<file path="config.mk">
export PLATFORM = sky130hd
export DESIGN_NAME = ifetch_queue
export DESIGN_NICKNAME = d
export VERILOG_FILES = /design/src/rtl/ifetch_queue.sv
export SDC_FILE = /design/constraint.sdc
export NUM_CORES = 1
export LEC_CHECK = 0
export ABC_AREA = 1
export CORE_MARGIN = 2
export CORE_UTILIZATION = 38
export DETAILED_ROUTE_END_ITERATION = 7
export DONT_BUFFER_PORTS = 1
export PLACE_DENSITY = 0.55
export RECOVER_POWER = 50
export SLEW_MARGIN = 20
export SYNTH_ARGS = -nofsm -noshare
export SYNTH_HDL_FRONTEND = slang
export SYNTH_SLANG_ARGS = --single-unit
</file>
<file path="constraint.sdc">
create_clock -name clk -period 7.23 [get_ports clk]
set_input_delay 0.723 -clock clk [delete_from_list [all_inputs] [get_ports clk]]
set_output_delay 0.723 -clock clk [all_outputs]
set_load 0.01 [all_outputs]
</file>
<file path="src/rtl/ifetch_queue.sv">
// Instruction-fetch queue: issues single-outstanding word fetches for pc_in, buffers tagged responses
// in a DEPTH-entry FIFO for decode, and computes pc_next. Optional IFQ_BYPASS_EN forwards empty-queue responses.
module ifetch_queue #(
  parameter int DEPTH = 2,
  parameter int AW    = 32
) (
  input  logic          clk,
  input  logic          reset,
  input  logic [AW-1:0] pc_in,
  output logic [AW-1:0] pc_next,
  output logic          imem_req,
  output logic [AW-1:0] imem_addr,
  input  logic          imem_gnt,
  input  logic          imem_rvalid,
  input  logic [31:0]   imem_rdata,
  output logic          inst_valid,
  input  logic          inst_ready,
  output logic [31:0]   inst_data,
  output logic [AW-1:0] inst_pc,
  input  logic          redirect_valid,
  input  logic [AW-1:0] redirect_pc
);

  localparam int PW = (DEPTH > 1) ? $clog2(DEPTH) : 1;
  localparam int CW = PW + 1;
  localparam logic [CW-1:0] DEPTH_C = CW'(DEPTH);

  typedef enum logic [1:0] {
    IDLE = 2'd0,
    WAIT = 2'd1,
    DROP = 2'd2
  } state_t;

  state_t        state_r;
  state_t        state_nx_s;
  logic [31:0]   data_mem_r [DEPTH];
  logic [AW-1:0] pc_mem_r   [DEPTH];
  logic [PW-1:0] wr_ptr_r;
  logic [PW-1:0] rd_ptr_r;
  logic [CW-1:0] count_r;
  logic [AW-1:0] req_pc_r;

  logic fifo_valid_s;
  logic rsp_s;
  logic bypass_s;
  logic push_s;
  logic pop_s;
  logic req_s;
  logic fire_s;

  assign fifo_valid_s = (count_r != {CW{1'b0}});
  // Only WAIT owns a live response; IDLE and DROP ignore rvalid.
  assign rsp_s        = (state_r == WAIT) && imem_rvalid && !redirect_valid;
`ifdef IFQ_BYPASS_EN
  assign bypass_s     = rsp_s && !fifo_valid_s;
`else
  assign bypass_s     = 1'b0;
`endif
  assign push_s       = rsp_s && !(bypass_s && inst_ready);
  assign pop_s        = fifo_valid_s && inst_ready;
  assign req_s        = (state_r == IDLE) && (count_r < DEPTH_C) && !redirect_valid && !reset;
  assign fire_s       = req_s && imem_gnt;

  assign imem_req   = req_s;
  assign imem_addr  = pc_in;
  assign inst_valid = fifo_valid_s || bypass_s;
  assign inst_data  = bypass_s ? imem_rdata : data_mem_r[rd_ptr_r];
  assign inst_pc    = bypass_s ? req_pc_r   : pc_mem_r[rd_ptr_r];

  // PC loop: redirect beats advance, advance beats hold.
  always_comb begin
    pc_next = pc_in;
    if (reset) begin
      pc_next = {AW{1'b0}};
    end else if (redirect_valid) begin
      pc_next = redirect_pc;
    end else if (fire_s) begin
      pc_next = pc_in + AW'(4);
    end else begin
      pc_next = pc_in;
    end
  end

  // Fetch FSM next-state logic.
  always_comb begin
    state_nx_s = state_r;
    case (state_r)
      IDLE: begin
        if (fire_s) state_nx_s = WAIT;
        else        state_nx_s = IDLE;
      end
      WAIT: begin
        if (redirect_valid) state_nx_s = imem_rvalid ? IDLE : DROP;
        else if (imem_rvalid) state_nx_s = IDLE;
        else state_nx_s = WAIT;
      end
      DROP: begin
        if (imem_rvalid) state_nx_s = IDLE;
        else             state_nx_s = DROP;
      end
      default: state_nx_s = IDLE;
    endcase
  end

  // FSM state, request tag, and FIFO pointers/occupancy.
  always_ff @(posedge clk or posedge reset) begin
    if (reset) begin
      state_r  <= IDLE;
      req_pc_r <= {AW{1'b0}};
      wr_ptr_r <= {PW{1'b0}};
      rd_ptr_r <= {PW{1'b0}};
      count_r  <= {CW{1'b0}};
    end else begin
      state_r <= state_nx_s;
      if (fire_s) req_pc_r <= pc_in;
      if (redirect_valid) begin
        wr_ptr_r <= {PW{1'b0}};
        rd_ptr_r <= {PW{1'b0}};
        count_r  <= {CW{1'b0}};
      end else begin
        if (push_s) wr_ptr_r <= wr_ptr_r + PW'(1);
        if (pop_s)  rd_ptr_r <= rd_ptr_r + PW'(1);
        case ({push_s, pop_s})
          2'b10:   count_r <= count_r + CW'(1);
          2'b01:   count_r <= count_r - CW'(1);
          default: count_r <= count_r;
        endcase
      end
    end
  end

  // FIFO storage; the credit rule guarantees a free slot on every push.
  always_ff @(posedge clk) begin
    if (push_s) begin
      data_mem_r[wr_ptr_r] <= imem_rdata;
      pc_mem_r[wr_ptr_r]   <= req_pc_r;
    end
  end

endmodule

</file>
# --- Word-level counts from Yosys, hierarchy flattened ---
# Memory sizes are Yosys's and may differ from the RTL's.
# Cells that the tools add are included.
totals:
  reg_bits: 38
  ram_bits: 128
  inputBits: 102
  output_inout_bits: 130
  wordCells: 47
  mem_count: 2
classes:
  addsub: 5
  n_lt_le_gt_ge: 1
  eq_ne: 4
  n_mux: 16
  reduce_logical: 14
mem_list:
  columns: ["memory", "words", "word_bits", "read_ports", "rd_ports_with_merged_regs", "wr", "line", "text"]
  rows:
  - ["data_mem_r", 2, 32, 1, 0, 1, "36", "logic [31:0] data_mem_r [DEPTH];"]
  - ["pc_mem_r", 2, 32, 1, 0, 1, "37", "logic [AW-1:0] pc_mem_r [DEPTH];"]
ops:
  columns: ["operator", "count"]
  rows:
  - ["$mux 32", 3]
  - ["$add 32x3->32 const B", 1]
  - ["$mux 1", 8]
  - ["$logic_and 1x1->1", 7]
  - ["$mux 2", 3]
  - ["$pmux 2 s3", 1]
  - ["$reduce_bool 2->1", 3]
  - ["$eq 2x1->1 const B", 2]
  - ["$eq 2x2->1 const B", 2]
  - ["$pmux 2 s2", 1]
  - ["$reduce_bool 3->1", 1]
  - ["$add 1x1->1 const B", 2]
  - ["$add 2x1->2 const B", 1]
  - ["$logic_not 1->1", 2]
  - ["$logic_not 2->1", 1]
  - ["$lt 2x2->1 const B", 1]
  - ["$sub 2x1->2 const B", 1]

# --- Longest topological paths before layout ---
logic_depth:
  depth_word: 8
  ltp_mapped: 11
  mapped_depth_nobuf: 10

# --- Least setup slack after synthesis ---
# No wires, ideal clock.
synth_path:
  kind: "input to register"
  startpoint: "input port redirect_valid"
  endpoint: "memory data_mem_r[0][0] (enable)"
  setup_ns: 0.487
  arrival_time_ns: 3.626
  required_ns: 6.743
  slack_ns: 3.116
  path_stages: 3
  n_path_buf: 0
  path_cell_list: "inv_2 nand3_1 nor2_1"
synth_via:
  elab_chain_len: 4
synth_lines:
  columns: ["item", "line", "text"]
  rows:
  - ["from (decl)", "20", "input logic redirect_valid,"]
  - ["$logic_not 1->1", "53", "assign rsp_s = (state_r == WAIT) && imem_rvalid && !redirect_valid;"]
  - ["$logic_and 1x1->1", "53", null]
  - ["$mux 1", "134", "if (push_s) begin"]
  - ["$mux 1 (not written as such)", "135", "data_mem_r[wr_ptr_r] <= imem_rdata;"]
  - ["to (decl)", "36", null]
# Every way passes these cells.

# --- Final worst setup path ---
layout_path:
  startpoint: "register state_r[1]"
  endpoint: "output port pc_next[30]"
layout_via:
  elab_chain_len: 8
layout_lines:
  columns: ["item", "line", "text"]
  rows:
  - ["from (decl)", "34", "state_t state_r;"]
  - ["from (signal assigned)", "114", "state_r <= state_nx_s;"]
  - ["$logic_not 2->1", "61", "assign req_s = (state_r == IDLE) && (count_r < DEPTH_C) && !redirect_valid && !reset;"]
  - ["$logic_and 1x1->1 (3 in series)", "61", null]
  - ["$logic_and 1x1->1", "62", "assign fire_s = req_s && imem_gnt;"]
  - ["$mux 32", "77", "end else if (fire_s) begin"]
  - ["$mux 32", "75", "end else if (redirect_valid) begin"]
  - ["$mux 32", "73", "if (reset) begin"]
  - ["to (decl)", "10", "output logic [AW-1:0] pc_next,"]
# Every way passes these cells.

==> run_results.csv <==
group,metric,value,unit
placed_design,gp_congestion,0.858,
placed_design,dp_worst_setup_slack,3.78,ns
pwr,share_seq_of_total_power,0.521,
pwr,power.switching,650,uW
clock_tree,clkSlewWorstSetupHoldPaths,0.06,ns
clock_tree,post-cts-setup-buffers,0,
route,dr_wl_met3,1.57,mm
worst_setup_path,critPathCaptureType,"output pin",
floorplan,die_y,147,um
clock_tree,root_buffer,"clkbuf_16",
finish,fin_nets,789,
synth,ys_warn_count,0,
worst_setup_path,path_max_fanout,34,
timing,finalHoldViolCount,0,
route,via_per_inst,5.09,
worst_setup_path,worstPathRequired,6.51,ns
worst_setup_path,critPathKind,"register to output pin",
worst_setup_path,arrival,4.05,ns
finish,drive_above_1_share,0.163,
route,drt_iter0_drc,275,
route,vias,4936,
floorplan,start_util,0.386,
pwr,internal-power,1.80,mW
clock_tree,cts_buffers,17,
timing,period_share,0.660,
floorplan,fp.dieArea,0.0217,sq mm
clock_tree,cts_max_path_buffers,2,
clock_tree,cts_resized,0,
finish,areaGrowthSynthToFinish,7.12,%
route,drt-wirelength-per-cell,19.9,um
synth,synth_xor_area_frac,0.00448,
route,wl_met2,9.66,mm
placed_design,io_buffers,0,
synth,synth_top_family_by_area,"simple AND/OR/NAND/NOR gates",
pwr,peakVddDrop,0.141,mV
route,drtPass1Iterations,4,
clock_tree,cts_sinks,166,
timing,slew_headroom,-0.994,
worst_setup_path,worstSetupStartpointType,"register",
route,ant_nets,0,
floorplan,core_area,0.0202,sq mm
outcome,outcome,"finished with violations",
clock_tree,cts_tree,"done",
floorplan,die_w,147,um
synth,syn_inst,720,
synth,yosysSeqAreaShare,0.613,
floorplan,ios,232,
timing,rsz0062_at_grt,"no",
route,wl_met1,7.92,mm
timing,drv_slew,154,
synth,synth_area,0.00782,sq mm
timing,fin_skew,0.00786,ns
job,maxCapViolCount,4,
timing,fin_crit,4.77,ns
route,top_layer_used,"met4",
global_routing,gr-usage-all-layers,0.180,
global_routing,grt_overflow_total,0,
route,routed_wirelength,19.3,mm
timing,worstMarginPinSlew,2.99,ns
synth,muxShareOfSynthArea,0.0922,
route,drc_errors,0,
floorplan,rows,52,
pwr,p_leak,3.17,nW
global_routing,grt_max_degree,67,
outcome,violations,"capacitance limit, slew limit",
synth,synth_nets,823,
synth,synth_edf_count,128,
timing,setup-violations-final,0,
synth,synthArstFlopShare,0.229,
timing,finalSetupTns,0,ns
synth,synthDistinctLibCells,32,
hold_path,holdCritPathClass,"input pin to register",
clock_tree,clock_latency,0.42,ns
clock_tree,postCtsHoldBufs,0,
finish,insertedDiodeCount,0,
pwr,clock_power_share,0.351,
synth,synth.avg_cell_area,10.9,sq um
finish,multi_input_area,0.00239,sq mm
timing,fmax,210,MHz
global_routing,grt_pass1_vias,5026,
placed_design,dpl.hpwl,13.3,mm
timing,setup_ws,2.46,ns
pwr,pwr-share-comb,0.128,
pwr,pwr_density_cell,292,mW/mm^2
synth,synth-adder-area-share,0.00160,
synth,synth-simple-area-share,0.154,
clock_tree,htree_levels,4,
finish,nFillCells,1973,
global_routing,grt_pass1_wl,29.6,mm
pwr,power_switching_share,0.265,
finish,regArea,0.00480,sq mm
synth,yosys_register_bits,166,
synth,synth-main-ff-cell,"edfxtp_1",
synth,synth_compound_area_frac,0.0542,
global_routing,antenna_found_initial,0,
==> power by group through the flow <==
stage,Clock [mW],Sequential [mW],Combinational [mW]
after global routing,0.929,1.29,0.354
after CTS,0.885,1.28,0.326
after detailed placement,0,1.30,0.324
final,0.858,1.28,0.314
after global placement,0,1.29,0.320
after floorplan,0,1.23,0.321
==> cell families (layout without fill, tap and decap cells) <==
group | Yosys count | count (layout)
and+or+nand+nor | 277 | 277
DFF | 166 | 166
buffers and inverters | 126 | 105
AOI/OAI and AO/OA | 82 | 82
muxes | 64 | 64
xor gates and xnor gates | 4 | 4
adders and majority gates | 1 | 1
==> cells in the final DEF (no fill, tap or decap), types with 3 or more instances in the layout <==
| cell type | Yosys | routed |
|---|---|---|
| nor2_2 | 8 | 7 |
| mux2_2 | 64 | 64 |
| inv_1 | 67 | 68 |
| clkbuf_1 | 10 | 6 |
| dfrtp_1 | 38 | 37 |
| xor2_1 | 3 | 3 |
| clkinv_4 | 0 | 3 |
| nand4_1 | 6 | 7 |
| nor3_1 | 2 | 3 |
| nand2_1 | 122 | 122 |
| nor2_1 | 83 | 82 |
| nor2_4 | 4 | 6 |
| a21oi_1 | 25 | 25 |
| clkbuf_16 | 0 | 17 |
| o21ai_1 | 21 | 10 |
| nand3_1 | 44 | 44 |
| nand2_2 | 3 | 3 |
| o21ai_0 | 30 | 41 |
| edfxtp_1 | 128 | 128 |
==> routing by layer <==
| metal | vias up | track usage |
|---|---|---|
| met4 | 0 | 0.0385 |
| met5 | - | 0 |
| met1 | 2380 | 0.223 |
| met3 | 11 | 0.0583 |
| li1 | 2336 | - |
| met2 | 209 | 0.311 |
==> layout make-up <==
class | count | area share
clock buffers | 22 | 0.0554
well taps | 270 | 0.0403
multi-input cells | 428 | 0.286
clock inverters | 10 | 0.0118
repair buffers | 5 | 0.00314
inverters | 68 | 0.0305
flip-flops and latches | 166 | 0.573
==> per-stage QoR <==
| step | area (sq um) | utilization | instances | hold WS [ns] | total power, mW |
|---|---|---|---|---|---|
| after floorplan | 7820 | - | 720 | 0.442 | 1.55 |
| after global placement | 7850 | 0.388 | 937 | 0.453 | 1.61 |
| after detailed placement | 7850 | 0.388 | 937 | 0.458 | 1.62 |
| after CTS | 8410 | 0.416 | 969 | 0.352 | 2.49 |
| after global routing | 8380 | 0.414 | 969 | 0.350 | 2.58 |
| final | 8380 | 0.414 | 969 | 0.374 | 2.45 |
==> final timing paths <==
path,start,endpoint,cells after the start,slack [ns]
max,state_r[1],pc_next[30],9,2.46
min,imem_rvalid,state_r[1],1,0.37
max reg2reg,state_r[1],req_pc_r[10],5,4.07
min reg2reg,req_pc_r[21],pc_mem_r[1][21],0,0.47
max in group asynchronous,reset,rd_ptr_r,2,3.78
min in group asynchronous,reset,state_r[1],2,1.37
==> cell usage after synthesis (2+ instances only) <==
library cell | count | area, sq um
nor2_1 | 83 | 312
buf_4 | 32 | 240
mux2_2 | 64 | 721
nand2_1 | 122 | 458
edfxtp_1 | 128 | 3840
buf_6 | 3 | 33.8
dfrtp_1 | 38 | 951
a21oi_1 | 25 | 125
o211ai_1 | 2 | 15.0
o21ai_0 | 30 | 150
nor3_1 | 2 | 10.0
nand2_2 | 3 | 18.8
buf_2 | 12 | 60.1
nand3_1 | 44 | 220
o21bai_1 | 2 | 15.0
clkbuf_1 | 10 | 37.5
xor2_1 | 3 | 26.3
nor2_4 | 4 | 45.0
inv_1 | 67 | 251
nand3_2 | 2 | 20.0
nand4_1 | 6 | 37.5
o21ai_1 | 21 | 105
nor2_2 | 8 | 50.1
==> critical path, cell delays in order, from the launching register on <==
cell and delay (ns):
dfrtp_1 0.40, nor2_1 0.18, nand4_1 1.11, clkbuf_1 0.93
nor2_4 0.53, nand3_1 0.12, nand2_1 0.08, nand3_1 0.06
nand2_1 0.12, inv_1 0.08
==> sequential cells by signal, summed over array words and instances (netlist names) <==
| signal | cells |
|---|---|
| wr_ptr_r | 1 |
| count_r | 2 |
| req_pc_r | 32 |
| rd_ptr_r | 1 |
| data_mem_r | 64 |
| pc_mem_r | 64 |
| state_r | 2 |
Note: power is estimated with default switching activity, not from simulation.
